## src/rtl/bcd_to_binary_seq.sv

```systemverilog
// Sequential packed-BCD to binary converter: one digit per cycle, MSB first, saturating on overflow.
// Optional feature: define BCD_DIGIT_CHECK_EN to flag (and zero) words containing a digit above 9.
module bcd_to_binary_seq #(
  parameter int N_DIGITS = 7,
  parameter int OUT_W    = 24
) (
  input  logic                  clk,
  input  logic                  rst_n,
  input  logic                  in_valid,
  output logic                  in_ready,
  input  logic [4*N_DIGITS-1:0] digits_in,
  output logic                  out_valid,
  input  logic                  out_ready,
  output logic [OUT_W-1:0]      result,
  output logic                  ovf,
  output logic                  err
);

  localparam int CNT_W = (N_DIGITS > 1) ? $clog2(N_DIGITS) : 1;
  localparam int EXT_W = OUT_W + 4;

  typedef enum logic [1:0] {IDLE, CONV, DONE} state_t;

  state_t                state_q, state_d;
  logic [4*N_DIGITS-1:0] digits_q, digits_d;
  logic [OUT_W-1:0]      acc_q, acc_d;
  logic [OUT_W-1:0]      result_q, result_d;
  logic [CNT_W-1:0]      cnt_q, cnt_d;
  logic                  ovf_q, ovf_d;
  logic                  err_q, err_d;

  logic [3:0]            digit;
  logic [EXT_W-1:0]      acc_ext;
  logic [EXT_W-1:0]      mac;
  logic                  mac_ovf;
  logic                  bad_digit;

  // Select the current digit and form acc*10 + digit with shifts; the 4 spare bits expose overflow.
  always_comb begin
    digit = 4'd0;
    for (int i = 0; i < N_DIGITS; i++) begin
      if (cnt_q == CNT_W'(i)) digit = digits_q[4*i +: 4];
    end
    acc_ext = {4'b0000, acc_q};
    mac     = (acc_ext << 3) + (acc_ext << 1) + {{OUT_W{1'b0}}, digit};
    mac_ovf = (mac[EXT_W-1:OUT_W] != 4'd0);
  end

`ifdef BCD_DIGIT_CHECK_EN
  always_comb begin
    bad_digit = 1'b0;
    for (int i = 0; i < N_DIGITS; i++) begin
      if (digits_in[4*i +: 4] > 4'd9) bad_digit = 1'b1;
    end
  end
`else
  assign bad_digit = 1'b0;
`endif

  always_comb begin
    state_d  = state_q;
    digits_d = digits_q;
    acc_d    = acc_q;
    cnt_d    = cnt_q;
    ovf_d    = ovf_q;
    err_d    = err_q;
    result_d = result_q;
    case (state_q)
      IDLE: begin
        if (in_valid) begin
          digits_d = digits_in;
          acc_d    = '0;
          ovf_d    = 1'b0;
          err_d    = bad_digit;
          cnt_d    = CNT_W'(N_DIGITS - 1);
          state_d  = CONV;
        end
      end
      CONV: begin
        // An erroneous word keeps acc at zero so it reports result 0 with ovf 0.
        if (!err_q) begin
          if (ovf_q || mac_ovf) begin
            acc_d = '1;
            ovf_d = 1'b1;
          end else begin
            acc_d = mac[OUT_W-1:0];
          end
        end
        if (cnt_q == '0) begin
          result_d = acc_d;
          state_d  = DONE;
        end else begin
          cnt_d = cnt_q - CNT_W'(1);
        end
      end
      DONE: begin
        if (out_ready) state_d = IDLE;
      end
      default: state_d = IDLE;
    endcase
  end

  always_ff @(posedge clk or negedge rst_n) begin
    if (!rst_n) begin
      state_q  <= IDLE;
      digits_q <= '0;
      acc_q    <= '0;
      cnt_q    <= '0;
      ovf_q    <= 1'b0;
      err_q    <= 1'b0;
      result_q <= '0;
    end else begin
      state_q  <= state_d;
      digits_q <= digits_d;
      acc_q    <= acc_d;
      cnt_q    <= cnt_d;
      ovf_q    <= ovf_d;
      err_q    <= err_d;
      result_q <= result_d;
    end
  end

  assign in_ready  = (state_q == IDLE);
  assign out_valid = (state_q == DONE);
  assign result    = result_q;
  assign ovf       = ovf_q;
  assign err       = err_q;

endmodule

```

## config.mk

```make
export PLATFORM = sky130hd
export DESIGN_NAME = bcd_to_binary_seq
export DESIGN_NICKNAME = d
export VERILOG_FILES = /design/src/rtl/bcd_to_binary_seq.sv
export SDC_FILE = /design/constraint.sdc
export NUM_CORES = 1
export LEC_CHECK = 0
export CAP_MARGIN = 10
export CELL_PAD_IN_SITES_DETAIL_PLACEMENT = 1
export CELL_PAD_IN_SITES_GLOBAL_PLACEMENT = 1
export CORE_ASPECT_RATIO = 1.5
export CORE_MARGIN = 1.5
export CORE_UTILIZATION = 34
export CTS_CLUSTER_SIZE = 14
export DETAILED_ROUTE_END_ITERATION = 7
export DONT_BUFFER_PORTS = 1
export GPL_TIMING_DRIVEN = 0
export PLACE_DENSITY_LB_ADDON = 0.12
export SYNTH_ARGS = -nofsm -noshare
export SYNTH_HDL_FRONTEND = slang
export SYNTH_SLANG_ARGS = --single-unit
```

## constraint.sdc

```tcl
create_clock -name clk -period 4.9 [get_ports clk]
set_input_delay 0.98 -clock clk [delete_from_list [all_inputs] [get_ports clk]]
set_output_delay 0.98 -clock clk [all_outputs]
set_load 0.01 [all_outputs]
```

Word level (Yosys, flattened, before mapping)
Index checks and enable logic that the tools add are counted.
Cells by class
  add/subtract/negate cells: 3
  equality and inequality tests: 13
  mux-type cells: 20
  reduce and logical (&&, ||, !) cells: 11
Operator list (count)
  $mux 24: 2
  $pmux 24 s2: 1
  $add 27x25->28: 1
  $add 28x4->28: 1
  $mux 4: 7
  $eq 3x3->1 const B: 3
  $reduce_and 3->1: 3
  $ne 2x2->1 const B: 4
  $eq 3x2->1 const B: 2
  $mux 2: 3
  $mux 3: 2
  $pmux 2 s3: 1
  $pmux 3 s2: 1
  $reduce_and 2->1: 3
  $reduce_bool 4->1: 1
  $eq 3x1->1 const B: 1
  $logic_not 3->1: 1
  $sub 3x1->3 const B: 1
  $eq 2x1->1 const B: 1
  $eq 2x2->1 const B: 1
  $logic_not 2->1: 1
  $mux 1: 2
  $ne 2x1->1 const B: 1
  $pmux 1 s2: 1
  other kinds (2): 2
Storage, ports and cells
  flip-flop bits (word level): 82
  input port bits: 32
  output and inout port bits: 28
  logic and storage cells: 53

Longest topological paths before layout
  depth after elaboration: 13
  depth in mapped cells: 24
  mapped depth without buffers: 22

Worst setup path before layout
No wires, ideal clock.
  path kind: register -> register
  from: register cnt_q[1]
  to: register result_q[13] (netlist: result[13])
  library setup time: 0.141 ns
  arrival time: 4.171 ns
  required time: 4.759 ns
  slack: 0.588 ns
  stages on the path, launching flop included: 24
  buffers on the path: 3
  clock period less this slack: 4.312 ns
  path through: dfrtp_1 > inv_1 > ha_1 > buf_1 > nor2_1 > a21oi_1 > nor2_1 > a21oi_1 > nor2_1 > a211oi_1 > a21oi_1 > fa_1 > inv_1 > fa_1 > nand2b_1 > a21oi_1 > o21ai_0 > o21ai_1 > o21a_1 > o211ai_1 > a211oi_2 > buf_4 > buf_6 > a31oi_1
On the way
  cells in the longest elaborated chain, start to end: 12
RTL lines
  from (decl): line 28  | logic [CNT_W-1:0] cnt_q, cnt_d;
  from (signal assigned): line 116  | cnt_q <= cnt_d;
  $logic_not 3->1: line 42, 89
  $mux 4 (7 in a row): line 42  | if (cnt_q == CNT_W'(i)) digit = digits_q[4*i +: 4];
  $add 28x4->28: line 45  | mac = (acc_ext << 3) + (acc_ext << 1) + {{OUT_W{1'b0}}, digit};
  $reduce_bool 4->1: line 46  | mac_ovf = (mac[EXT_W-1:OUT_W] != 4'd0);
  $logic_or 1x1->1: line 82  | if (ovf_q || mac_ovf) begin
  $mux 24: line 82
  to (signal assigned): line 119  | result_q <= result_d;
  to (decl): line 27  | logic [OUT_W-1:0] result_q, result_d;
Several ways; a longest one is shown, not always the timed one.
A chain may end at the register's enable or synchronous reset.

Worst setup path in the final report
Ends and elaborated chain as after synthesis.

==> results.json <==
{
  "synthCells": 515,
  "fmax_ghz": 0.220,
  "start_util_pct": 34.4,
  "clockBufferDepth": 2,
  "core_area_sq_mm": 0.0145,
  "cts.clk_slew.worst_paths_ns": 0.07,
  "portBuffers": 0,
  "grt_usage_pct": 19.8,
  "critPathMaxFanout": 10,
  "dieWidth_um": 102,
  "die_y_um": 151,
  "wirelength_um": 14700,
  "hpwl_um": 11300,
  "dpl_cell_area_sq_mm": 0.00522,
  "setup_viol": 0,
  "tightest_slew_ns": 0.833,
  "relSlewSlack_pct": 43.6,
  "wire_per_inst_um": 19.9,
  "slowest_delay_ns": 0.59,
  "layout.filler_cells": 1723,
  "grt_max_degree": 83,
  "grt_overflow": 0,
  "synth_warnings": 0,
  "outcome": "finished, final reports clean",
  "cp_cell_sequence": "inv_2 > ha_4 > buf_6 > nor2_1 > a21oi_1 > nor2_1 > a21oi_1 > nor2_1 > a211oi_2 > a21oi_1 > fa_1 > inv_1 > fa_2 > nand2b_4 > a21oi_4 > o21a_1 > a21oi_2 > o21ai_2 > mux2i_1 > a211oi_4 > buf_6 > buf_8 > a31oi_1",
  "drv_cap": 0,
  "ys_seq_area_share_pct": 41.2,
  "drt_iter0_drc": 97,
  "via_per_inst": 5.43,
  "required_ns": 5.09,
  "fin_area_sq_mm": 0.00575,
  "diodes": 0,
  "worstPathArrival_ns": 4.74,
  "syn_nets": 601,
  "clkSinkCount": 82,
  "worst_clock_skew_ns": 0.00577,
  "ys_types": 46,
  "cts_tree": "built",
  "finalWorstSetupSlack_ns": 0.351,
  "holdCritPathClass": "in -> async",
  "ys_ff_latch": 82,
  "syn_area_sq_mm": 0.00498,
  "synth_edf_count": 0,
  "drc_errors": 0,
  "clockRootBuffer": "clkbuf_16",
  "pin_count": 60,
  "area_growth_pct": 15.6,
  "crit_path_top_delay_cell": "fa_1",
  "postRouteAntennaNets": 0,
  "drt-pass1-iter-count": 4,
  "slew_viol_final": 0,
  "die_area_sq_mm": 0.0154,
  "fin_nets": 622,
  "rows": 54,
  "period_needed_ns": 4.55,
  "crit_path_end_kind": "flop",
  "rsz0062_at_grt": "no",
  "pre_cts_ws_ns": -0.795,
  "numCtsBuffers": 9,
  "avgSynthCellArea_sq_um": 9.66,
  "first_global_vias": 4268,
  "grt_pass1_wl_um": 22900,
  "mostFrequentLayoutCells": "dfrtp_1, a21oi_1, nor2_1, a31oi_1, ha_1",
  "synthFlopType": "dfrtp_1",
  "num_vias": 4002,
  "async_flop_share_pct": 100,
  "gp_congestion": 0.847,
  "hold_viol": 0,
  "layout-drive-gt1-share_pct": 14.8,
  "post-route-period-util_pct": 92.8,
  "clk_latency_ns": 0.34,
  "final_common_cell": "dfrtp_1",
  "path_class": "reg -> reg",
  "hold_buffers": 0,
  "critPathLaunchType": "flop",
  "h-tree-depth": 3,
  "antenna_found_initial": 0
}
## critical path: cells and delay by family (launching register included)
| family | cells | cell delay, ns |
|---|---|---|
| compound gates | 10 | 1.64 |
| fa+ha+maj | 3 | 1.16 |
| buf+inv | 5 | 0.66 |
| flops | 1 | 0.42 |
| simple gates | 4 | 0.38 |
| mux | 1 | 0.14 |
## routing by layer
layer / routed length [um] / global-route usage [%] / vias up
met3: 397 / 3.41 / 14
met1: 5780 / 21.2 / 2007
met2: 8250 / 38.7 / 53
met4: 238 / 5.69 / 0
met5: 0 / 0 / -
li1: - / - / 1928
## flip-flops by register name (all words and copies together), names as in the netlist
register	count
digits_q	28
acc_q	24
result	24
cnt_q	3
state_q	2
ovf	1
## area by class of cell
| cell class | instances | area, sq um | area share (%) |
|---|---|---|---|
| clock buffer | 10 | 229 | 3.98 |
| clock inverter | 6 | 90.1 | 1.57 |
| tap | 196 | 245 | 4.26 |
| timing repair buffer | 11 | 86.3 | 1.50 |
| sequential | 82 | 2050 | 35.7 |
| inverter | 10 | 37.5 | 0.652 |
| multi-input combinational | 394 | 2860 | 49.7 |
| buffer | 28 | 155 | 2.70 |
## path summary, 6_finish.rpt
| path | startpoint | endpoint | slack (ns) | cells past startpoint |
|---|---|---|---|---|
| min | rst_n | digits_q[17] | 0.33 | 0 |
| max in group asynchronous | rst_n | result[20] | 4.43 | 0 |
| max reg2reg | cnt_q[1] | result[13] | 0.35 | 23 |
| min in group clk | digits_q[16] | digits_q[16] | 0.51 | 1 |
| min reg2reg | digits_q[16] | digits_q[16] | 0.51 | 1 |
| max | cnt_q[1] | result[13] | 0.35 | 23 |
## cell families (layout without fill, tap and decap cells)
kind of cell	after synthesis	in the layout	synth area share [%]
xor+xnor	21	21	3.70
mux	29	29	6.54
fa+ha+maj	54	54	13.9
simple gates	113	113	9.85
flops	82	82	41.2
other cells	1	1	0.0753
buf+inv	39	65	3.32
compound gates	176	176	21.4
## synthesized netlist by cell type, types with 2 or more instances
cell | instances | area (sq um)
mux2_2 | 28 | 315
nor2b_1 | 6 | 37.5
inv_1 | 10 | 37.5
o21a_1 | 5 | 37.5
buf_4 | 2 | 15.0
dfrtp_1 | 82 | 2050
a21o_1 | 5 | 37.5
a31oi_1 | 50 | 313
o21ai_0 | 15 | 75.1
nand2_1 | 32 | 120
nand4_1 | 3 | 18.8
xor2_1 | 13 | 114
ha_1 | 52 | 651
and3_1 | 4 | 25.0
o221a_2 | 2 | 22.5
a21boi_0 | 2 | 15.0
xnor2_1 | 8 | 70.1
o21ai_1 | 2 | 10.0
o211ai_1 | 5 | 37.5
fa_1 | 2 | 40.0
nand3_1 | 8 | 40.0
nor2_1 | 50 | 188
clkbuf_1 | 22 | 82.6
buf_2 | 3 | 15.0
nor3_1 | 3 | 15.0
a22oi_1 | 4 | 30.0
nand2b_1 | 4 | 25.0
a211oi_1 | 6 | 45.0
a21oi_1 | 70 | 350
## what timing repair did
action	4_1_cts	5_1_grt
buffers inserted	2	9
resized for setup	16	19
pin swaps	3	9
endpoints found under the setup margin	49	49
## metrics by stage
step	TNS (ns)	std cells	util (%)	hold slack, ns
2_1_floorplan	0	515	-	0.479
3_3_place_gp	-29.92	711	36.1	0.487
3_5_place_dp	-32.79	711	36.1	0.498
4_1_cts	0	728	38.7	0.319
5_1_grt	0	737	39.8	0.312
6_report	0	737	39.8	0.331
Power is not shown: default switching activity piles up to over one toggle a cycle in this logic, so the estimate is an artifact.
